--- src/rtl/spi_register_write_decoder.sv ---
// SPI mode-0 write-only front end: turns address + data frames into
// single-cycle register write strobes with an auto-incrementing address.
module spi_register_write_decoder #(
  parameter int AddressWidth = 8,
  parameter int BitWidth     = 8
) (
  input  logic                    CLK,
  input  logic                    _RST,
  input  logic                    SCK,
  input  logic                    MOSI,
  input  logic                    _CS,
  output logic [AddressWidth-1:0] AddressBus,
  output logic [BitWidth-1:0]     DataOut,
  output logic                    _HOLD,
  output logic                    FrameError
);

  localparam int SW = (AddressWidth > BitWidth) ? AddressWidth : BitWidth;
  localparam int CW = $clog2(SW + 1);
  localparam logic [CW-1:0] ADDR_LAST = CW'(AddressWidth - 1);
  localparam logic [CW-1:0] DATA_LAST = CW'(BitWidth - 1);

  typedef enum logic [1:0] {IDLE, ADDR, DATA} state_t;

  logic sck_meta, sck_sync, sck_prev;
  logic mosi_meta, mosi_sync;
  logic cs_meta, cs_sync, cs_prev;
  logic [1:0] fill;
  logic armed;

  // The _CS synchroniser resets to "released", so arming waits until the
  // pipeline has been refilled from the pin; a _CS held low through reset
  // therefore never arms.
  always_ff @(posedge CLK or negedge _RST) begin
    if (!_RST) begin
      sck_meta  <= 1'b0;
      sck_sync  <= 1'b0;
      sck_prev  <= 1'b0;
      mosi_meta <= 1'b0;
      mosi_sync <= 1'b0;
      cs_meta   <= 1'b1;
      cs_sync   <= 1'b1;
      cs_prev   <= 1'b1;
      fill      <= '0;
      armed     <= 1'b0;
    end else begin
      sck_meta  <= SCK;
      sck_sync  <= sck_meta;
      sck_prev  <= sck_sync;
      mosi_meta <= MOSI;
      mosi_sync <= mosi_meta;
      cs_meta   <= _CS;
      cs_sync   <= cs_meta;
      cs_prev   <= cs_sync;
      fill      <= {fill[0], 1'b1};
      if (fill[1] && cs_sync) armed <= 1'b1;
    end
  end

  logic sck_rise, cs_fall, cs_rise;
  assign sck_rise = sck_sync & ~sck_prev;
  assign cs_fall  = ~cs_sync & cs_prev;
  assign cs_rise  = cs_sync & ~cs_prev;

  state_t                  state_q, state_n;
  logic [CW-1:0]           cnt_q, cnt_n;
  logic [SW-1:0]           shift_q, shift_n, shifted;
  logic [AddressWidth-1:0] ptr_q, ptr_n, addr_n;
  logic [BitWidth-1:0]     data_n;
  logic                    hold_n, ferr_n;

  assign shifted = {shift_q[SW-2:0], mosi_sync};

  always_ff @(posedge CLK or negedge _RST) begin
    if (!_RST) begin
      state_q    <= IDLE;
      cnt_q      <= '0;
      shift_q    <= '0;
      ptr_q      <= '0;
      AddressBus <= '0;
      DataOut    <= '0;
      _HOLD      <= 1'b1;
      FrameError <= 1'b0;
    end else begin
      state_q    <= state_n;
      cnt_q      <= cnt_n;
      shift_q    <= shift_n;
      ptr_q      <= ptr_n;
      AddressBus <= addr_n;
      DataOut    <= data_n;
      _HOLD      <= hold_n;
      FrameError <= ferr_n;
    end
  end

  always_comb begin
    state_n = state_q;
    cnt_n   = cnt_q;
    shift_n = shift_q;
    ptr_n   = ptr_q;
    addr_n  = AddressBus;
    data_n  = DataOut;
    hold_n  = 1'b1;
    ferr_n  = 1'b0;

    unique case (state_q)
      IDLE: begin
        if (cs_fall && armed) begin
          state_n = ADDR;
          cnt_n   = '0;
          shift_n = '0;
        end
      end
      ADDR: begin
        if (sck_rise) begin
          shift_n = shifted;
          if (cnt_q == ADDR_LAST) begin
            ptr_n   = shifted[AddressWidth-1:0];
            cnt_n   = '0;
            state_n = DATA;
          end else begin
            cnt_n = cnt_q + 1'b1;
          end
        end
      end
      DATA: begin
        if (sck_rise) begin
          shift_n = shifted;
          if (cnt_q == DATA_LAST) begin
            addr_n = ptr_q;
            data_n = shifted[BitWidth-1:0];
            hold_n = 1'b0;
            ptr_n  = ptr_q + 1'b1;
            cnt_n  = '0;
          end else begin
            cnt_n = cnt_q + 1'b1;
          end
        end
      end
      default: state_n = IDLE;
    endcase

    // Checked against the post-shift count so a bit arriving with the
    // _CS rise still completes its field without flagging an error.
    if (cs_rise) begin
      state_n = IDLE;
      if (cnt_n != '0) ferr_n = 1'b1;
      cnt_n = '0;
    end
  end

endmodule

--- config.mk ---
export PLATFORM = sky130hd
export DESIGN_NAME = spi_register_write_decoder
export DESIGN_NICKNAME = d
export VERILOG_FILES = /design/src/rtl/spi_register_write_decoder.sv
export SDC_FILE = /design/constraint.sdc
export NUM_CORES = 1
export LEC_CHECK = 0
export ABC_CLOCK_PERIOD_IN_PS = 3750
export BUFFER_PORTS_ARGS = -buffer_cell sky130_fd_sc_hd__clkbuf_2
export CAP_MARGIN = 20
export CORE_ASPECT_RATIO = 1.75
export CORE_MARGIN = 5
export CORE_UTILIZATION = 61
export CTS_BUF_LIST = sky130_fd_sc_hd__clkbuf_16
export CTS_CLUSTER_DIAMETER = 80
export DETAILED_ROUTE_END_ITERATION = 7
export GPL_ROUTABILITY_DRIVEN = 0
export GPL_TIMING_DRIVEN = 0
export PLACE_DENSITY_LB_ADDON = 0.3
export SLEW_MARGIN = 10
export SYNTH_ARGS = -nofsm -noshare
export SYNTH_HDL_FRONTEND = slang
export SYNTH_SLANG_ARGS = --single-unit
--- constraint.sdc ---
create_clock -name CLK -period 3.75 [get_ports CLK]
set_clock_uncertainty 0.05 [all_clocks]
set_input_delay 0.75 -clock CLK [delete_from_list [all_inputs] [get_ports CLK]]
set_output_delay 0.75 -clock CLK [all_outputs]
set_load 0.03 [all_outputs]
==> Yosys cells after proc, flatten, opt, wreduce, memory -nomap -nowiden <==
Index checks and enable logic that the tools add are counted.
{ "word_totals": {"ff_bits": 50, "out_inout_bits": 18, "inputBits": 5, "elab_cells": 73} }
{ "op_classes": {"addsub": 2, "n_reduce_logical": 11, "n_eq_ne": 13, "mux": 23, "bitwise": 6} }
{ "op_table": {"columns": ["op", "count"], "rows": [
  ["8-bit two-way mux", 4],
  ["4-bit two-way mux", 4],
  ["8-bit one-hot mux with 2 select lines", 1],
  ["7-bit two-way mux", 2],
  ["7-bit one-hot mux with 2 select lines", 1],
  ["2-bit inequality test, second input constant", 6],
  ["3-bit inequality test, second input constant", 3],
  ["8-bit by 1-bit adder with 8-bit output, second input constant", 1],
  ["2-bit two-way mux", 4],
  ["4-bit one-hot mux with 2 select lines", 1],
  ["2-bit one-hot mux with 3 select lines", 1],
  ["3-bit AND reduction", 2],
  ["1-bit two-way mux", 5],
  ["5-bit AND reduction", 1],
  ["4-bit by 1-bit adder with 4-bit output, second input constant", 1],
  ["4-bit by 3-bit equality test with 1-bit output, second input constant", 1],
  ["4-bit AND reduction", 1],
  ["2-bit nonzero test", 2],
  ["4-bit nonzero test", 1],
  ["1-bit AND", 3],
  ["1-bit NOT", 3],
  ["2-bit by 1-bit equality test with 1-bit output, second input constant", 1],
  ["2-bit equality test, second input constant", 1],
  ["1-bit logical AND", 2],
  ["other kinds (3)", 3]
]} }

==> Logic depth before layout (Yosys ltp) <==
Gate-level depths: netlist (run 1).
{ "logic_depth": {"word_depth": 8, "mapped_depth": 8, "mapped_depth_nobuf": 6} }

==> Least setup slack after synthesis (run 1) <==
OpenSTA, ideal clock, no wires.
{ "synth_timing": {"path_type": "register to register", "from": "reg state_q[0]", "to": "reg shift_q[3]", "n_path_buf": 2, "slack_ns": 2.066, "required_ns": 3.572, "period_less_slack_ns": 1.684, "arrival_ns": 1.507, "setup_ns": 0.128, "stages_incl_launch_ff": 8, "cell_sequence": "dfrtp_1 > inv_1 > ha_1 > buf_2 > nand2b_1 > o21bai_1 > buf_2 > o21ai_0"} }
{ "synth_between": {"elab_chain_len": 4, "word_cells_on_any_way": 9, "cone_classes": "eq/ne: 4; mux: 1; reduce/logical: 4"} }
{ "synth_lines": {"columns": ["element", "line_no", "rtl"], "rows": [
  ["start, declared", "65", "state_t state_q, state_n;"],
  ["start signal, assigned", "85", "state_q <= state_n;"],
  ["2-bit equality test / 2-bit by 1-bit equality test with 1-bit output (equally long branches)", "106", "unique case (state_q)"],
  ["2-bit OR reduction (no line)", null, null],
  ["2-bit by 1-bit inequality test with 1-bit output (no line) / 2-bit nonzero test (equally long branches)", null, null],
  ["3-bit AND reduction (no line)", null, null],
  ["end signal, assigned", "87", "shift_q <= shift_n;"],
  ["end, declared", "67", "logic [SW-1:0] shift_q, shift_n, shifted;"]
]} }
Parallel ways exist; a longest one is shown, timed or not.
A chain may end at the register's enable or synchronous reset.

==> Worst setup path in the final report (run 1) <==
{ "layout_timing": {"from": "reg state_q[0]", "to": "reg shift_q[5]"} }
The elaborated chain is that of the path after synthesis.

==> results.py, run 1 <==
metrics = {
    "floorplanning": {
        "die-area_sq_um": 4960,
        "core-area_sq_um": 3560,
        "num_io_pins": 23,
        "rows": 29,
        "die_w_microns": 55.4,
        "initial_core_util_pct": 62.0,
        "die_h_microns": 89.5,
    },
    "logic_synthesis": {
        "synth_area_leaders": "dfrtp_1 52%, mux2_2 5.6%, dfstp_2 4.8%",
        "synth_compound_area_share_pct": 11.4,
        "ys.warnings.count": 0,
        "yosysUniqueCellTypes": 39,
        "synth_top_family_by_area": "multiplexers",
        "synth_nets": 198,
        "synth_area_sq_um": 2200,
        "yosysTopAreaCellShare_pct": 52.2,
        "syn_inst": 187,
        "ys_async_sr_fraction_pct": 100,
        "synth_xor_area_share_pct": 0.397,
        "yosysSeqAreaShare_pct": 57.0,
        "yosys.area.top_type": "dfrtp_1",
        "synth_commonest_cells": "46 x dfrtp_1, 18 x nand2_1, 15 x a21oi_1, 12 x nor2_1, 12 x o21ai_0",
        "synthAdderAreaFrac_pct": 3.41,
        "synth-seq-cells": 50,
        "yosysMostFrequentCell": "dfrtp_1",
        "avgSynthCellArea_sq_um": 11.8,
        "muxShareOfSynthArea_pct": 11.7,
        "ys.flop_type": "dfrtp_1",
        "synth-simple-area-share_pct": 11.4,
        "synth-edff-count": 0,
    },
    "clocking": {
        "cts_root_buffer": "clkbuf_16",
        "numCtsBuffers": 5,
        "clock_sinks": 50,
        "cts_setup_buffers": 0,
        "cts.path.max_buffers": 2,
        "ctsResizeCount": 0,
        "clkLatencyLatePin_ns": 0.29,
        "holdBufCountCts": 0,
        "tritoncts": "done",
        "path_clk_slew_ns": 0.06,
        "cts-htree-levels": 2,
    },
    "route": {
        "vias_per_cell": 5.95,
        "vias": 1572,
        "routedWlPerCell_microns": 16.7,
        "firstDrtPassIters": 4,
        "routed_wl_mm": 4.40,
        "detail-route-antenna-nets": 0,
        "dr.first_iter.drc_count": 67,
        "drcViolationCount": 0,
    },
    "min_path": {
        "hold_class": "reg2reg",
    },
    "sta": {
        "holdWs_ns": 0.304,
        "grt_setup_unrepaired": "no",
        "fin_setup_tns_ns": 0,
        "finalCriticalPeriod_ns": 2.03,
        "finalSetupViolCount": 0,
        "finalCritPeriodShare_pct": 54.2,
        "slew_viol_final": 0,
        "fmax_mhz": 492,
        "finalHoldViolCount": 0,
    },
    "finish": {
        "drive_above_1_share_pct": 29.4,
        "nNetsFinal": 228,
        "area_growth_pct": 15.0,
        "diodes": 0,
    },
    "setup_path": {
        "worstPathMaxFanout": 10,
        "path_cells": "inv_1 -> ha_1 -> buf_2 -> nand2b_1 -> o21bai_1 -> buf_2 -> o21ai_0",
        "cpPeakStageDelay_ns": 0.41,
        "cp-start-kind": "register",
        "crit_top_cell": "buf_2",
        "slowest_stage": "dfrtp_1",
        "crit_path_end_kind": "register",
        "critPathBufInv": 3,
        "critical_path.top_delay_family": "buffers and inverters",
        "cp.required_ns": 3.86,
        "critical_path_class": "reg2reg",
        "crit_arrival_ns": 2.14,
    },
    "pwr": {
        "ir_drop_mv": 0.368,
        "cellPowerDensity_nw_per_um2": 472,
        "total_power_mw": 1.20,
        "power_leakage_nw": 1.22,
    },
    "job": {
        "cap_violations": 0,
    },
    "global_route": {
        "grt_usage_pct": 19.6,
        "grt_pass1_wl_mm": 7.51,
        "antenna_found_initial": 0,
        "gr-total-overflow": 0,
        "grt_pass1_vias": 1647,
        "grt_start_max_net_pins": 36,
    },
    "outcome": {
        "status": "finished clean",
    },
    "place": {
        "place_hpwl_mm": 3.20,
        "io_buffers": 22,
    },
}
## report_power, final
part	leakage [nW]	internal (mW)	switching [mW]
sequential	0.661	0.568	0.0290
combinational	0.480	0.0571	0.112
clock	0.0750	0.245	0.186
total	1.22	0.869	0.327
## flip-flops by register name (all words and copies together) (netlist names)
name        cells
AddressBus      8
DataOut         8
ptr_q           8
shift_q         7
cnt_q           4
fill            2
state_q         2
FrameError      1
_HOLD           1
armed           1
cs_meta         1
cs_prev         1
cs_sync         1
mosi_meta       1
mosi_sync       1
sck_meta        1
sck_prev        1
sck_sync        1
## kinds of logic after synthesis
family	count (synthesis)
xor gates and xnor gates	1
DFF	50
other	1
adders and majority gates	6
muxes	21
buffers and inverters	15
AOI/OAI and AO/OA	41
and+or+nand+nor	52
## worst reg2reg max path, delay by kind of cell (launching register included)
family | cells | cell delay [ns]
simple gates | 1 | 0.14
fa+ha+maj | 1 | 0.28
compound gates | 2 | 0.48
buf+inv | 3 | 0.56
flops | 1 | 0.41
## routing by layer
layer / up-vias / share of wire [%] / global-route usage (%) / wire length (microns)
li1: 711 / - / - / -
met1: 788 / 37 / 20.5 / 1620
met2: 57 / 54 / 35.6 / 2390
met3: 16 / 4.0 / 4.05 / 176
met4: 0 / 4.9 / 13.1 / 217
met5: - / 0 / 0 / 0
## area by class of cell
cell class                      instances  area (sq um)
Clock inverter                          3          17.5
Multi-Input combinational cell        122           850
Inverter                                6          22.5
Sequential cell                        50          1260
Fill cell                             266          1020
Clock buffer                            5           125
Buffer                                  9          76.3
Tap cell                               46          57.6
Timing Repair Buffer                   23           130
## stage by stage
| step | cells | util (%) | worst slack, ns | cell area (sq um) |
|---|---|---|---|---|
| final | 264 | 71.3 | 1.72 | 2530 |
| after global routing | 264 | 71.3 | 1.53 | 2530 |
| after CTS | 264 | 71.3 | 1.73 | 2530 |
| after detailed placement | 256 | 67.3 | 1.74 | 2390 |
| after global placement | 255 | 66.7 | 1.87 | 2370 |
| after floorplan | 187 | - | 2.07 | 2200 |
## cells in the final DEF (no fill, tap or decap), types with 2 or more instances in the layout
cell	synthesis	final
o22ai_1	3	3
mux2i_1	3	3
mux2_4	7	7
a22oi_1	2	2
nor2_1	12	12
clkbuf_2	0	22
nand2_1	18	18
dfstp_2	4	4
ha_1	6	6
inv_1	6	7
a21o_1	2	2
buf_2	3	3
clkbuf_1	2	2
a21oi_1	15	15
and3_1	3	3
dfrtp_1	46	46
clkbuf_16	0	5
buf_12	1	2
buf_6	3	3
nand3_1	7	7
mux2_2	11	11
o21ai_0	12	12
nand2b_1	2	2
nand4_1	2	2
## final timing paths
check                                 to  depth (start not counted)        from  slack, ns
max in group asynchronous          _HOLD                          2        _RST       2.74
setup / recovery              shift_q[5]                          7  state_q[0]       1.72
min in group asynchronous  AddressBus[4]                          1        _RST       0.34
hold / removal                   fill[1]                          0     fill[0]       0.30
setup reg to reg              shift_q[5]                          7  state_q[0]       1.72
hold reg to reg                  fill[1]                          0     fill[0]       0.30
No activity file was read; power rests on OpenSTA's default activity.
==> inputs of run 2 (changes only) <==
--- a/config.mk
+++ b/config.mk
@@ -5,12 +5,12 @@
 export SDC_FILE = /design/constraint.sdc
 export NUM_CORES = 1
 export LEC_CHECK = 0
-export ABC_CLOCK_PERIOD_IN_PS = 3750
+export ABC_CLOCK_PERIOD_IN_PS = 1900
 export BUFFER_PORTS_ARGS = -buffer_cell sky130_fd_sc_hd__clkbuf_2
 export CAP_MARGIN = 20
 export CORE_ASPECT_RATIO = 1.75
 export CORE_MARGIN = 5
-export CORE_UTILIZATION = 61
+export CORE_UTILIZATION = 57
 export CTS_BUF_LIST = sky130_fd_sc_hd__clkbuf_16
 export CTS_CLUSTER_DIAMETER = 80
 export DETAILED_ROUTE_END_ITERATION = 7
==> constraint.sdc (replaced) <==
create_clock -name CLK -period 1.9 [get_ports CLK]
set_clock_uncertainty 0.05 [all_clocks]
set_input_delay 0.38 -clock CLK [delete_from_list [all_inputs] [get_ports CLK]]
set_output_delay 0.38 -clock CLK [all_outputs]
set_load 0.03 [all_outputs]
==> run 2 against run 1 <==
Effect of this change:
- setup slack lost 1.7 ns
- flip-flop and latch count is the same
- design area grew 3.4%
- largest cell class unchanged
- global-route usage grew 0.31 points
- register-to-register slack lost 1.7 ns
- first-iteration DRC count shrank 1.5%
- largest power group unchanged
- fmax grew 8.9%
- critical path depth is the same
==> results.py, run 2 (synthesized netlist as in run 1, its figures left out) <==
metrics = {
    "outcome": {
        "status": "finished clean",
    },
    "setup_path": {
        "slowest_stage": "dfrtp_1",
        "critical_path.top_delay_family": "flip-flops",
        "worstPathMaxFanout": 9,
        "critPathBufInv": 2,
        "r2r_slack_ns": 0.03,
        "r2r-end": "FrameError",
        "path_cells": "inv_1 -> ha_1 -> clkbuf_4 -> nand2b_4 -> nor4b_1 -> a21oi_1 -> a41oi_1",
        "reg2regPathDepth": 7,
        "crit_arrival_ns": 2.01,
        "cp.depth": 7,
        "cp-start-kind": "register",
        "cp.required_ns": 2.05,
        "cpPeakStageDelay_ns": 0.44,
        "rr_startpoint": "state_q[0]",
        "crit_path_end_kind": "register",
        "critical_path_class": "reg2reg",
    },
    "clocking": {
        "cts_root_buffer": "clkbuf_16",
        "clock_sinks": 50,
        "numCtsBuffers": 5,
        "tritoncts": "done",
        "cts.path.max_buffers": 2,
        "clkLatencyLatePin_ns": 0.29,
        "cts-htree-levels": 2,
        "path_clk_slew_ns": 0.06,
    },
    "place": {
        "place_hpwl_mm": 3.21,
        "pre_cts_ws_ns": -0.122,
        "io_buffers": 22,
        "dp.cells": 258,
    },
    "sta": {
        "slew_viol_final": 0,
        "finalHoldViolCount": 0,
        "fin_setup_tns_ns": 0,
        "holdWs_ns": 0.117,
        "finalSetupViolCount": 0,
        "finalCriticalPeriod_ns": 1.87,
        "finalCritPeriodShare_pct": 98.2,
        "setup_ws_ns": 0.0340,
        "fmax_mhz": 536,
    },
    "min_path": {
        "hold_class": "in2reg",
        "worstHoldStart": "_CS",
        "min_to": "cs_meta",
        "worstHoldPathCells": 1,
    },
    "global_route": {
        "antenna_found_initial": 0,
        "grt_usage_pct": 20.0,
        "gr-total-overflow": 0,
        "grt_pass1_wl_mm": 7.96,
        "grt_pass1_vias": 1650,
        "grt_start_max_net_pins": 36,
    },
    "floorplanning": {
        "die_h_microns": 92.3,
        "core-area_sq_um": 3830,
        "die_w_microns": 57.0,
        "rows": 30,
        "die-area_sq_um": 5260,
        "num_io_pins": 23,
        "initial_core_util_pct": 57.6,
    },
    "job": {
        "cap_violations": 0,
    },
    "pwr": {
        "ir_drop_mv": 0.872,
        "power_leakage_nw": 1.25,
        "total_power_mw": 2.58,
        "cellPowerDensity_nw_per_um2": 985,
    },
    "finish": {
        "final_common_cell": "dfrtp_1",
        "final_cell_mix": "46 x dfrtp_1, 23 x clkbuf_2, 18 x nand2_1",
        "diodes": 0,
        "num-fill-cells": 295,
        "area_growth_pct": 18.8,
        "fin_cells": 270,
        "drive_above_1_share_pct": 31.5,
        "reg_top3": "AddressBus x8, DataOut x8, ptr_q x8",
        "nNetsFinal": 232,
    },
    "route": {
        "detail-route-antenna-nets": 0,
        "dr.first_iter.drc_count": 66,
        "drcViolationCount": 0,
        "routed_wl_mm": 4.80,
        "routedWlPerCell_microns": 17.8,
        "vias": 1558,
        "vias_per_cell": 5.77,
        "firstDrtPassIters": 4,
    },
}
-- run 2: routing by layer --
| layer | global-route usage, % | wire length [microns] | vias up | part of all wire, % |
|---|---|---|---|---|
| li1 | - | - | 716 | - |
| met1 | 20.0 | 1610 | 769 | 34 |
| met2 | 36.5 | 2760 | 56 | 58 |
| met3 | 3.94 | 206 | 17 | 4.3 |
| met4 | 11.8 | 213 | 0 | 4.4 |
| met5 | 0 | 0 | - | 0 |
-- run 2: stage by stage --
| stage | cell area [sq um] | utilization (%) |
|---|---|---|
| 6_report | 2620 | 68.4 |
| 3_3_place_gp | 2370 | 62.0 |
| 2_1_floorplan | 2200 | - |
| 3_5_place_dp | 2390 | 62.5 |
| 5_1_grt | 2620 | 68.4 |
| 4_1_cts | 2590 | 67.7 |
-- run 2: power by group --
group          switching [mW]  internal, mW
combinational           0.248         0.149
clock                   0.384         0.619
sequential             0.0611          1.12
-- run 2: timing repair --
item	in CTS	in global routing
hold endpoints to repair	15	0
hold buffers	1	0
setup endpoints to repair	8	10
buffers inserted	0	3
cloned	0	0
gates resized for setup	3	5
-- run 2: layout make-up --
type	count	area [sq um]	area share [%]
buffer	9	82.6	3.15
clock inverter	3	42.5	1.62
inverter	6	22.5	0.860
multi-input combinational	122	868	33.1
sequential	50	1260	47.9
clock buffer	5	125	4.78
timing repair buffer	27	163	6.21
tap	48	60.1	2.29
-- run 2: worst max-delay path by stage --
stage                    start       endpoint
floorplan           state_q[0]     shift_q[3]
global placement    state_q[0]     FrameError
detailed placement  state_q[0]     FrameError
CTS                 state_q[0]  AddressBus[5]
global route        state_q[0]     FrameError
finish              state_q[0]     FrameError
==> inputs of run 3 (changes only) <==
--- a/config.mk
+++ b/config.mk
@@ -15,7 +15,7 @@
 export CTS_CLUSTER_DIAMETER = 80
 export DETAILED_ROUTE_END_ITERATION = 7
 export GPL_ROUTABILITY_DRIVEN = 0
-export GPL_TIMING_DRIVEN = 0
+export GPL_TIMING_DRIVEN = 1
 export PLACE_DENSITY_LB_ADDON = 0.3
 export SLEW_MARGIN = 10
 export SYNTH_ARGS = -nofsm -noshare
==> run 3 against run 2 <==
Effect of this change:
- core utilization shrank 2.8 points
- flip-flop and latch count unchanged
- routed wire length decreased by 13%
- clock power decreased by 14%
- die area unchanged
- combinational power down 12%
- setup slack improved by 0.080 ns
- hold slack lost 0.092 ns
- register-to-register slack improved by 0.08 ns
- power decreased by 7.7%
- first-iteration DRC count is 33% lower
==> results.py, run 3 (synthesized netlist as in run 1, its figures left out) <==
metrics = {
    "setup_path": {
        "r2r-end": "ptr_q[0]",
        "cp.required_ns": 2.02,
        "critical_path_class": "reg2reg",
        "crit_end": "ptr_q[0]",
        "r2r_slack_ns": 0.11,
        "reg2regPathDepth": 5,
        "worstPathMaxFanout": 11,
        "crit_arrival_ns": 1.91,
        "cp-start-kind": "register",
        "rr_startpoint": "cnt_q[0]",
        "crit_path_end_kind": "register",
        "crit_start": "cnt_q[0]",
    },
    "floorplanning": {
        "initial_core_util_pct": 57.6,
        "num_io_pins": 23,
        "die_w_microns": 57.0,
        "die_h_microns": 92.3,
        "die-area_sq_um": 5260,
        "core-area_sq_um": 3830,
        "rows": 30,
    },
    "clocking": {
        "numCtsBuffers": 5,
        "tritoncts": "done",
        "clock_sinks": 50,
        "cts-htree-levels": 2,
        "clkLatencyLatePin_ns": 0.29,
        "path_clk_slew_ns": 0.06,
        "cts_setup_buffers": 0,
        "cts.path.max_buffers": 2,
        "cts_root_buffer": "clkbuf_16",
    },
    "route": {
        "detail-route-antenna-nets": 0,
        "routed_wl_mm": 4.16,
        "dr.first_iter.drc_count": 44,
        "vias": 1484,
        "firstDrtPassIters": 4,
        "routedWlPerCell_microns": 16.0,
        "vias_per_cell": 5.69,
        "drcViolationCount": 0,
    },
    "finish": {
        "final_cell_mix": "46 x dfrtp_1, 22 x clkbuf_2, 18 x nand2_1",
        "num-fill-cells": 317,
        "nNetsFinal": 223,
        "reg_top3": "AddressBus x8, DataOut x8, ptr_q x8",
        "final_common_cell": "dfrtp_1",
        "diodes": 0,
        "multi_input_area_sq_um": 856,
        "area_growth_pct": 14.0,
        "drive_above_1_share_pct": 29.1,
        "seqCellArea_sq_um": 1260,
    },
    "global_route": {
        "grt_start_max_net_pins": 51,
        "grt_usage_pct": 17.3,
        "gr-total-overflow": 0,
        "grt_pass1_wl_mm": 7.08,
        "grt_pass1_vias": 1516,
        "antenna_found_initial": 0,
    },
    "sta": {
        "fmax_mhz": 560,
        "grt_setup_unrepaired": "no",
        "finalHoldViolCount": 0,
        "holdWs_ns": 0.0254,
        "setup_ws_ns": 0.114,
        "finalSetupViolCount": 0,
        "maxSlewHeadroom_pct": 65.3,
        "finalCriticalPeriod_ns": 1.79,
        "fin_setup_tns_ns": 0,
        "tightest_slew_ns": 0.520,
        "finalCritPeriodShare_pct": 94.0,
        "slew_viol_final": 0,
    },
    "pwr": {
        "ir_drop_mv": 0.831,
        "power_leakage_nw": 1.19,
        "cellPowerDensity_nw_per_um2": 947,
    },
    "place": {
        "io_buffers": 22,
        "place_hpwl_mm": 2.89,
        "pre_cts_ws_ns": 0.180,
    },
    "outcome": {
        "status": "finished clean",
    },
    "min_path": {
        "hold_class": "in2async",
    },
    "job": {
        "cap_violations": 0,
    },
}
## run 3: cell types whose count changed in the layout (fill, tap and decap cells not counted), sizes merged
cell / previous run / this run
dlygate4sd3: 1 / 0
buf: 10 / 5
clkinv: 1 / 3
bufinv: 1 / 0
inv: 7 / 6
clkbuf: 30 / 27
## run 3: report_power, final
part	total, mW	leakage, nW	internal (mW)	switching, mW
Clock	0.859	0.0714	0.487	0.371
Sequential	1.17	0.661	1.12	0.0515
Combinational	0.351	0.462	0.126	0.225
Total	2.38	1.19	1.73	0.647
## run 3: stage by stage
step           cells  utilization (%)  total power, mW  cell area, sq um
2_1_floorplan    187                -             1.41              2200
3_3_place_gp     253             61.7             1.51              2360
3_5_place_dp     253             61.7             1.53              2360
4_1_cts          261             65.5             2.40              2510
5_1_grt          261             65.7             2.51              2510
6_report         261             65.7             2.38              2510
## run 3: final cells by class
cell class / instances / share of cell area [%]
clock inverters: 3 / 0.846
clock buffers: 5 / 4.98
multi-input cells: 122 / 34.0
well taps: 48 / 2.39
repair buffers: 27 / 6.87
flip-flops and latches: 50 / 50.0
inverters: 6 / 0.896
## run 3: worst min path at each step
stage / from / end / slack, ns / cells past startpoint
after floorplan: _RST / AddressBus[0] / 0.03 / 0
after global placement: mosi_meta / mosi_sync / 0.28 / 0
after detailed placement: sck_meta / sck_sync / 0.29 / 0
after CTS: _RST / sck_prev / 0.03 / 2
after global routing: _RST / AddressBus[0] / 0.05 / 2
final: _RST / AddressBus[0] / 0.03 / 2
## run 3: layer usage
layer  part of all wire [%]  GRT usage [%]
met2                     56           31.3
met4                    1.9           6.96
met3                    4.0           3.10
met5                      0              0
met1                     38           19.6
## run 3: timing repair
item / CTS / global route
hold buffers: 0 / 0
endpoints found under the setup margin: 0 / 1
resized for setup: 0 / 1
## run 3: critical path: stages, from the launching register on
cell and delay [ns]:
dfrtp_1 0.41, ha_1 0.19, and3b_1 0.22, and2_4 0.23, o21a_4 0.22, mux2_2 0.35
